===== config.mk =====
export PLATFORM = sky130hd
export DESIGN_NAME = sprite_tex_loader
export DESIGN_NICKNAME = d
export VERILOG_FILES = /design/src/rtl/sprite_tex_loader_pkg.sv /design/src/rtl/sprite_tex_loader.sv
export SDC_FILE = /design/constraint.sdc
export NUM_CORES = 1
export LEC_CHECK = 0
export BUFFER_PORTS_ARGS = -buffer_cell sky130_fd_sc_hd__buf_2
export CORE_UTILIZATION = 35
export CTS_CLUSTER_SIZE = 25
export DETAILED_ROUTE_END_ITERATION = 10
export PLACE_DENSITY = 0.56
export RECOVER_POWER = 50
export SLEW_MARGIN = 40
export SYNTH_ARGS = -nofsm -noshare
export SYNTH_HDL_FRONTEND = slang
export SYNTH_SLANG_ARGS = --single-unit

===== constraint.sdc =====
create_clock -name clk -period 3.1 [get_ports clk]
set_input_delay 0.62 -clock clk [delete_from_list [all_inputs] [get_ports clk]]
set_output_delay 0.62 -clock clk [all_outputs]
set_load 0.02 [all_outputs]

===== src/rtl/sprite_tex_loader_pkg.sv =====
// Shared definitions for the sprite texture loader: default texture geometry,
// SDRAM source addresses, FSM/section encodings and the burst-length helper.
package sprite_tex_loader_pkg;

    localparam int unsigned DEF_BIRD_WORDS = 5250;
    localparam int unsigned DEF_PIPE_WORDS = 4000;
    localparam int unsigned DEF_BASE_WORDS = 9600;
    localparam logic [23:0] DEF_BIRD_SRC   = 24'h100000;
    localparam logic [23:0] DEF_PIPE_SRC   = 24'h110000;
    localparam logic [23:0] DEF_BASE_SRC   = 24'h120000;
    localparam int unsigned DEF_BURST_LEN  = 256;

    typedef enum logic [2:0] {
        ST_IDLE,
        ST_REQ,
        ST_DATA,
        ST_NEXT_SEC,
        ST_FIN
    } state_t;

    typedef enum logic [1:0] {
        SEC_BIRD,
        SEC_PIPE,
        SEC_BASE
    } sec_t;

    // Words left in the section, capped at the maximum burst size.
    function automatic logic [8:0] burst_len(input logic [13:0] words,
                                             input logic [13:0] idx,
                                             input logic [8:0]  max_len);
        logic [13:0] rem;
        rem = words - idx;
        if (rem > {5'd0, max_len})
            return max_len;
        return rem[8:0];
    endfunction

endpackage


===== src/rtl/sprite_tex_loader.sv =====
// Boot-time sequencer: copies bird, pipe-cap and ground textures from SDRAM
// into the sprite RAMs using length-limited read bursts, then raises tex_ready.
module sprite_tex_loader
    import sprite_tex_loader_pkg::*;
#(
    parameter int unsigned BIRD_WORDS = DEF_BIRD_WORDS,
    parameter int unsigned PIPE_WORDS = DEF_PIPE_WORDS,
    parameter int unsigned BASE_WORDS = DEF_BASE_WORDS,
    parameter logic [23:0] BIRD_SRC   = DEF_BIRD_SRC,
    parameter logic [23:0] PIPE_SRC   = DEF_PIPE_SRC,
    parameter logic [23:0] BASE_SRC   = DEF_BASE_SRC,
    parameter int unsigned BURST_LEN  = DEF_BURST_LEN
) (
    input  logic        clk,
    input  logic        rst_n,
    input  logic        start,
    output logic        sdram_rd_req,
    output logic [23:0] sdram_rd_addr,
    output logic [8:0]  sdram_rd_len,
    input  logic        sdram_rd_ack,
    input  logic        sdram_rd_valid,
    input  logic [15:0] sdram_rd_data,
    output logic [15:0] load_data,
    output logic        bird_load_en,
    output logic [12:0] bird_load_addr,
    output logic        pipe_load_en,
    output logic [15:0] pipe_load_addr,
    output logic        base_load_en,
    output logic [13:0] base_load_addr,
    output logic        busy,
    output logic        done,
    output logic        tex_ready
);

    state_t      state;
    sec_t        sec;
    logic [13:0] idx;
    logic [13:0] idx_inc;
    logic [8:0]  bcnt;
    logic [8:0]  bcnt_inc;
    logic [23:0] sec_src;
    logic [13:0] sec_words;

    always_comb begin
        sec_src   = BIRD_SRC;
        sec_words = 14'(BIRD_WORDS);
        case (sec)
            SEC_BIRD: begin
                sec_src   = BIRD_SRC;
                sec_words = 14'(BIRD_WORDS);
            end
            SEC_PIPE: begin
                sec_src   = PIPE_SRC;
                sec_words = 14'(PIPE_WORDS);
            end
            SEC_BASE: begin
                sec_src   = BASE_SRC;
                sec_words = 14'(BASE_WORDS);
            end
            default: ;
        endcase
    end

    assign idx_inc  = idx + 14'd1;
    assign bcnt_inc = bcnt + 9'd1;

    always_ff @(posedge clk or negedge rst_n) begin
        if (!rst_n) begin
            state          <= ST_IDLE;
            sec            <= SEC_BIRD;
            idx            <= '0;
            bcnt           <= '0;
            sdram_rd_req   <= 1'b0;
            sdram_rd_addr  <= '0;
            sdram_rd_len   <= '0;
            load_data      <= '0;
            bird_load_en   <= 1'b0;
            bird_load_addr <= '0;
            pipe_load_en   <= 1'b0;
            pipe_load_addr <= '0;
            base_load_en   <= 1'b0;
            base_load_addr <= '0;
            busy           <= 1'b0;
            done           <= 1'b0;
            tex_ready      <= 1'b0;
        end else begin
            bird_load_en <= 1'b0;
            pipe_load_en <= 1'b0;
            base_load_en <= 1'b0;
            done         <= 1'b0;
            case (state)
                ST_IDLE: begin
                    if (start) begin
                        sec       <= SEC_BIRD;
                        idx       <= '0;
                        tex_ready <= 1'b0;
                        busy      <= 1'b1;
                        state     <= ST_REQ;
                    end
                end
                // First REQ cycle latches the request; it is then held until ack.
                ST_REQ: begin
                    if (!sdram_rd_req) begin
                        sdram_rd_req  <= 1'b1;
                        sdram_rd_addr <= sec_src + 24'(idx);
                        sdram_rd_len  <= burst_len(sec_words, idx, 9'(BURST_LEN));
                    end else if (sdram_rd_ack) begin
                        sdram_rd_req <= 1'b0;
                        bcnt         <= '0;
                        state        <= ST_DATA;
                    end
                end
                ST_DATA: begin
                    if (sdram_rd_valid) begin
                        load_data <= sdram_rd_data;
                        case (sec)
                            SEC_BIRD: begin
                                bird_load_en   <= 1'b1;
                                bird_load_addr <= idx[12:0];
                            end
                            SEC_PIPE: begin
                                pipe_load_en   <= 1'b1;
                                pipe_load_addr <= {2'b00, idx};
                            end
                            default: begin
                                base_load_en   <= 1'b1;
                                base_load_addr <= idx;
                            end
                        endcase
                        idx  <= idx_inc;
                        bcnt <= bcnt_inc;
                        if (bcnt_inc == sdram_rd_len)
                            state <= (idx_inc == sec_words) ? ST_NEXT_SEC : ST_REQ;
                    end
                end
                ST_NEXT_SEC: begin
                    idx <= '0;
                    case (sec)
                        SEC_BIRD: begin
                            sec   <= SEC_PIPE;
                            state <= ST_REQ;
                        end
                        SEC_PIPE: begin
                            sec   <= SEC_BASE;
                            state <= ST_REQ;
                        end
                        default: begin
                            done      <= 1'b1;
                            tex_ready <= 1'b1;
                            state     <= ST_FIN;
                        end
                    endcase
                end
                ST_FIN: begin
                    busy  <= 1'b0;
                    state <= ST_IDLE;
                end
                default: state <= ST_IDLE;
            endcase
        end
    end

endmodule


**After elaboration in Yosys (flattened, before gate mapping)**

Cells that the tools add are included.

- Register bits: 125
- Latch bits: 0
- Bits in writable memories: 0
- Bits in read-only memories: 0
- Input bits: 21
- Output and inout port bits: 99
- Logic and storage cells: 99
- Memories kept: 0

- $add $sub $neg: 4
- $mul: 0
- Divide/modulo/power cells: 0
- Order comparisons: 1
- Eq/ne operators: 15
- Shift-type cells: 0
- Mux-type cells: 42
- Bitwise operators: 2
- Reductions and logical operators: 18

Operator list:

| kind | count |
|---|---|
| two-way mux 9 bit | 5 |
| one-hot mux 14 bit (3 select lines) | 1 |
| one-hot mux 18 bit (2 select lines) | 1 |
| two-way mux 14 bit | 2 |
| one-hot mux 14 bit (2 select lines) | 1 |
| adder 24 x 14 -> 24 bit | 1 |
| two-way mux 1 bit | 18 |
| two-way mux 3 bit | 6 |
| one-hot mux 9 bit (2 select lines) | 1 |
| AND reduction 3 bit | 6 |
| adder 14 x 1 -> 14 bit (second input constant) | 1 |
| equality test 14 bit | 1 |
| greater-than comparator 14 x 9 -> 1 bit (second input constant) | 1 |
| subtractor 14 bit | 1 |
| != test 2 bit (second input constant) | 6 |
| one-hot mux 3 bit (4 select lines) | 1 |
| adder 9 x 1 -> 9 bit (second input constant) | 1 |
| equality test 9 bit | 1 |
| one-hot mux 2 bit (2 select lines) | 2 |
| equality test 3 x 2 -> 1 bit (second input constant) | 2 |
| AND reduction 2 bit | 3 |
| nonzero test 2 bit | 3 |
| AND reduction 5 bit | 1 |
| two-way mux 2 bit | 2 |
| 12 further kinds | 14 |

**Longest topological paths before layout**

- Word-level depth: 8
- Mapped depth: 11
- Gate-level depth less buffers: 10

**Worst setup path before layout**

No wires, ideal clock.

- Path kind: register -> register
- Start point: register sec[0]
- End point: register sdram_rd_len[2]
- Library setup time: 110 ps
- Arrival time: 2,967 ps
- Data required time: 2,990 ps
- Slack: 22 ps
- Cell stages (with the launch flop): 12
- Path buffers: 1
- Period minus slack after synthesis: 3,078 ps
- Path through: dfrtp_1 > inv_1 > ha_1 > buf_2 > xor2_1 > ha_1 > or4b_1 > nor3_2 > o21ai_1 > a2111oi_0 > nor2_1 > o41ai_1

- Cells in the longest elaborated chain, start to end: 8
- Elaborated cells on any way between the ends: 9
- Those cells by class: add/sub (1); order compare (1); eq/ne (2); mux (5)

RTL lines:

| item | line | text |
|---|---|---|
| start: declaration | sprite_tex_loader.sv:36 | `sec_t sec;` |
| start signal: assignment | sprite_tex_loader.sv:70 | `sec <= SEC_BIRD;` |
| start signal: assignment | sprite_tex_loader.sv:94 | `sec <= SEC_BIRD;` |
| start signal: assignment | sprite_tex_loader.sv:140 | `sec <= SEC_PIPE;` |
| equality test 2 bit / equality test 2 x 1 -> 1 bit (equally long branches) | sprite_tex_loader.sv:47 | `case (sec)` |
| one-hot mux 14 bit (2 select lines) * | sprite_tex_loader.sv:47 |  |
| subtractor 14 bit * | sprite_tex_loader_pkg.sv:32 | `rem = words - idx;` |
| greater-than comparator 14 x 9 -> 1 bit | sprite_tex_loader_pkg.sv:33 | `if (rem > {5'd0, max_len})` |
| two-way mux 1 bit | sprite_tex_loader_pkg.sv:33 |  |
| two-way mux 1 bit | sprite_tex_loader.sv:103 | `if (!sdram_rd_req) begin` |
| two-way mux 1 bit | sprite_tex_loader.sv:91 | `case (state)` |
| two-way mux 9 bit * | sprite_tex_loader_pkg.sv:35 | `return rem[8:0];` |
| end signal: assignment | sprite_tex_loader.sv:106 | `sdram_rd_len <= burst_len(sec_words, idx, 9'(BURST_LEN));` |
| end: declaration | sprite_tex_loader.sv:19 | `output logic [8:0] sdram_rd_len,` |

Every way passes the cells marked *; elsewhere a longest branch is shown, timed or not. The select of a mux whose other input is x is not followed.
A chain may end at the register's enable or synchronous reset.

**Worst setup path after layout**

- Start point: register sec[1]
- End point: register sdram_rd_len[8]

The elaborated chain is that of the path after synthesis.

==> flow_metrics.py <==
metrics = {
    "layout": {
        "multi_input_area_um2": 3000,
        "fill_cells": 1698,
        "n_antenna_cell": 0,
        "areaGrowthSynthToFinish_pct": 25.6,
        "num-nets-final": 816,
        "seqCellArea_um2": 2950,
        "layout.cells.non_filler": 1025,
        "fin_area_um2": 7720,
        "drive_above_1_share_pct": 23.6,
    },
    "synthesis": {
        "syn_area_per_cell_um2": 9.21,
        "yosys.cell_types.count": 65,
        "synth_top_area_share_pct": 48.1,
        "ys_seq_area_share_pct": 48.1,
        "syn_inst": 667,
        "yosysMostFrequentCell": "nand2_1",
        "synth-async-reset-ratio_pct": 100,
        "synth_edf_count": 0,
        "synth_largest_area_cell": "dfrtp_1",
        "ys_ff_latch": 118,
        "yosys-top-cells-count": "nand2_1 (155), dfrtp_1 (118), o21ai_0 (54), clkbuf_1 (40), nor2_1 (33)",
        "syn_area_um2": 6140,
        "yosysWarnings": 0,
        "ys.flop_type": "dfrtp_1",
        "synth_area_leaders": "dfrtp_1 (48%), nand2_1 (9.5%), mux2_2 (5.5%)",
    },
    "global_routing": {
        "grt_pass1_wl_mm": 27.4,
        "gr-total-overflow": 0,
        "grt_pass1_vias": 5099,
        "grt_use_total_pct": 19.8,
        "antenna_found_initial": 0,
        "grt_max_degree": 49,
    },
    "die": {
        "core_area_um2": 17200,
        "die_w_um": 134,
        "start_util_pct": 35.6,
        "die_height_um": 134,
        "rows": 48,
        "io_pins": 120,
        "die-area_um2": 18100,
    },
    "pwr": {
        "irDropWorstVdd_mv": 0.483,
        "combPwrFrac_pct": 37.5,
        "leakage_uw": 0.00372,
        "p_clk_share_pct": 32.9,
        "power_density_nw_per_um2": 857,
        "intPower_uw": 4160,
        "p_sw_uw": 2450,
        "sequentialPowerShare_pct": 29.6,
        "p_sw_share_pct": 37.0,
    },
    "setup_path": {
        "worstReg2RegStart": "sec[1]",
        "crit_slowest_cell": "a31oi_1",
        "cp_cell_sequence": "inv_2 -> buf_4 -> ha_1 -> xor2_4 -> o31a_1 -> a2111o_1 -> a31oi_1 -> o211ai_4 -> o32a_1",
        "rr_endpoint": "sdram_rd_len[8]",
        "worst-setup-path-type": "reg -> reg",
        "cp.required_ns": 3.40,
        "rrSetupSlack_ns": 0.08,
        "crit_fanout": 9,
        "critPathArrivalTime_ns": 3.32,
        "worstSetupEndpointType": "flip-flop",
        "r2r_cells": 9,
        "slowest_delay_ns": 0.44,
        "worstSetupStartpointType": "flip-flop",
    },
    "sta": {
        "slew_headroom_pct": 21.9,
        "max_freq_ghz": 0.331,
        "finalHoldViolCount": 0,
        "fin_skew_ns": 0.00774,
        "fin_crit_ns": 3.02,
        "whs_ns": 0.391,
        "fin_crit_sh_pct": 97.5,
        "worst_pin_slew_ns": 1.17,
        "finalSetupViolCount": 0,
        "drv_slew": 0,
    },
    "clock_tree": {
        "clock_latency_ns": 0.42,
        "path_clk_slew_ns": 0.06,
        "h-tree-depth": 4,
        "cts_inserted_buffers": 17,
        "cts_num_sinks": 118,
        "cts_tree": "done",
        "clockBufferDepth": 2,
        "cts_root_buf": "clkbuf_16",
        "ctsHoldBuffers": 0,
    },
    "drt": {
        "drc": 0,
        "vias": 5315,
        "ant_nets": 0,
        "drt-pass1-iter-count": 5,
        "vias_per_cell": 5.19,
        "routed_wl_mm": 17.0,
        "drt_iter0_markers": 251,
        "wl_per_cell_um": 16.6,
    },
    "place": {
        "routabilityCongestion": 0.862,
        "place.port_buffers": 110,
        "place_area_um2": 7030,
        "hpwl_mm": 11.6,
        "dpl.cell_count": 988,
    },
    "min_path": {
        "min_path_cells": 3,
        "hold_path_startpoint": "sdram_rd_data[7]",
        "hold_path_end": "load_data[7]",
        "hold_class": "in -> reg",
    },
    "outcome": {
        "status": "finished clean",
    },
    "run": {
        "drv_cap": 0,
    },
}
[registers in the layout (all words and copies together), names as in the netlist, 2 cells and up]
| register | count |
|---|---|
| base_load_addr | 14 |
| sdram_rd_len | 9 |
| bcnt | 9 |
| state | 3 |
| idx | 14 |
| load_data | 16 |
| bird_load_addr | 13 |
| pipe_load_addr | 14 |
| sdram_rd_addr | 17 |
| sec | 2 |
[power by group through the flow]
stage	clock network (uW)	registers [uW]	logic [uW]
after floorplan	0	2130	1420
after global placement	0	1960	2330
after detailed placement	0	1980	2370
after CTS	2220	1950	2400
after global routing	2290	1990	2730
final	2170	1960	2480
[repair_timing]
item,CTS,global route
endpoints found under the setup margin,6,8
buffers inserted,0,4
gates cloned,0,1
gates resized for setup,4,9
pin swaps,0,7
[per-layer routing]
metal	up-vias	wire length, um	share of wire (%)	GRT usage (%)
met5	-	0	0	0
li1	2536	-	-	-
met4	0	556	3.3	8.99
met1	2619	7890	46	25.9
met3	32	717	4.2	4.69
met2	128	7840	46	30.9
[cell usage in the layout (no fill, tap or decap), types with 5 or more instances in the layout]
cell	count
and4_1	5
xnor2_1	15
inv_1	13
a21oi_1	18
mux2_2	30
nor3_1	6
conb_1	9
nand2_1	155
or3_1	6
clkbuf_16	17
dfrtp_1	118
buf_2	67
nor2_1	32
nor2b_1	5
o31ai_1	11
o21ai_0	54
nand4_1	7
a31oi_1	5
clkbuf_1	44
xor2_1	13
buf_4	35
bufinv_16	5
ha_1	6
nand2b_1	9
nand3_1	14
[critical path, delay by kind of cell (launching register included)]
family / cells / cell delay (ns)
fa+ha+maj: 1 / 0.25
flops: 1 / 0.39
buf+inv: 2 / 0.21
compound gates: 5 / 1.79
xor+xnor: 1 / 0.25
[per-stage QoR]
stage          setup slack [ns]  setup TNS (ns)  utilization, %  total power, uW
2_1_floorplan            0.0224               0               -             3550
3_3_place_gp             0.0712               0            40.8             4300
3_5_place_dp            -0.0830          -0.243            40.8             4340
4_1_cts                  0.0500               0            44.7             6580
5_1_grt                 -0.0275         -0.0275            44.8             7010
6_report                 0.0790               0            44.8             6610
[how the worst max path moves through the flow]
stage / start / end / cells after the start
5_1_grt: sec[1] / sdram_rd_len[8] / 9
4_1_cts: sec[1] / sdram_rd_len[7] / 10
3_3_place_gp: sec[1] / sdram_rd_len[8] / 11
2_1_floorplan: sec[0] / sdram_rd_len[2] / 11
6_report: sec[1] / sdram_rd_len[8] / 9
3_5_place_dp: sec[1] / sdram_rd_len[0] / 11
[cell families (layout without fill, tap and decap cells)]
logic type / count (synthesis) / count (layout) / synth area share (%)
buffers and inverters: 71 / 195 / 5.03
DFF: 118 / 118 / 48.1
muxes: 32 / 32 / 5.83
adders and majority gates: 9 / 9 / 1.79
AOI/OAI and AO/OA: 143 / 144 / 15.5
other: 1 / 9 / 0.0611
xor gates and xnor gates: 29 / 29 / 4.26
and+or+nand+nor: 264 / 264 / 19.4
[final cells by class]
type / count / area share [%]
Timing Repair Buffer: 148 / 10.0
Clock inverter: 13 / 2.61
Multi-Input combinational cell: 487 / 38.9
Clock buffer: 19 / 5.87
Sequential cell: 118 / 38.3
Inverter: 15 / 0.730
Tap cell: 225 / 3.65
Power figures use the tool's default switching activity.
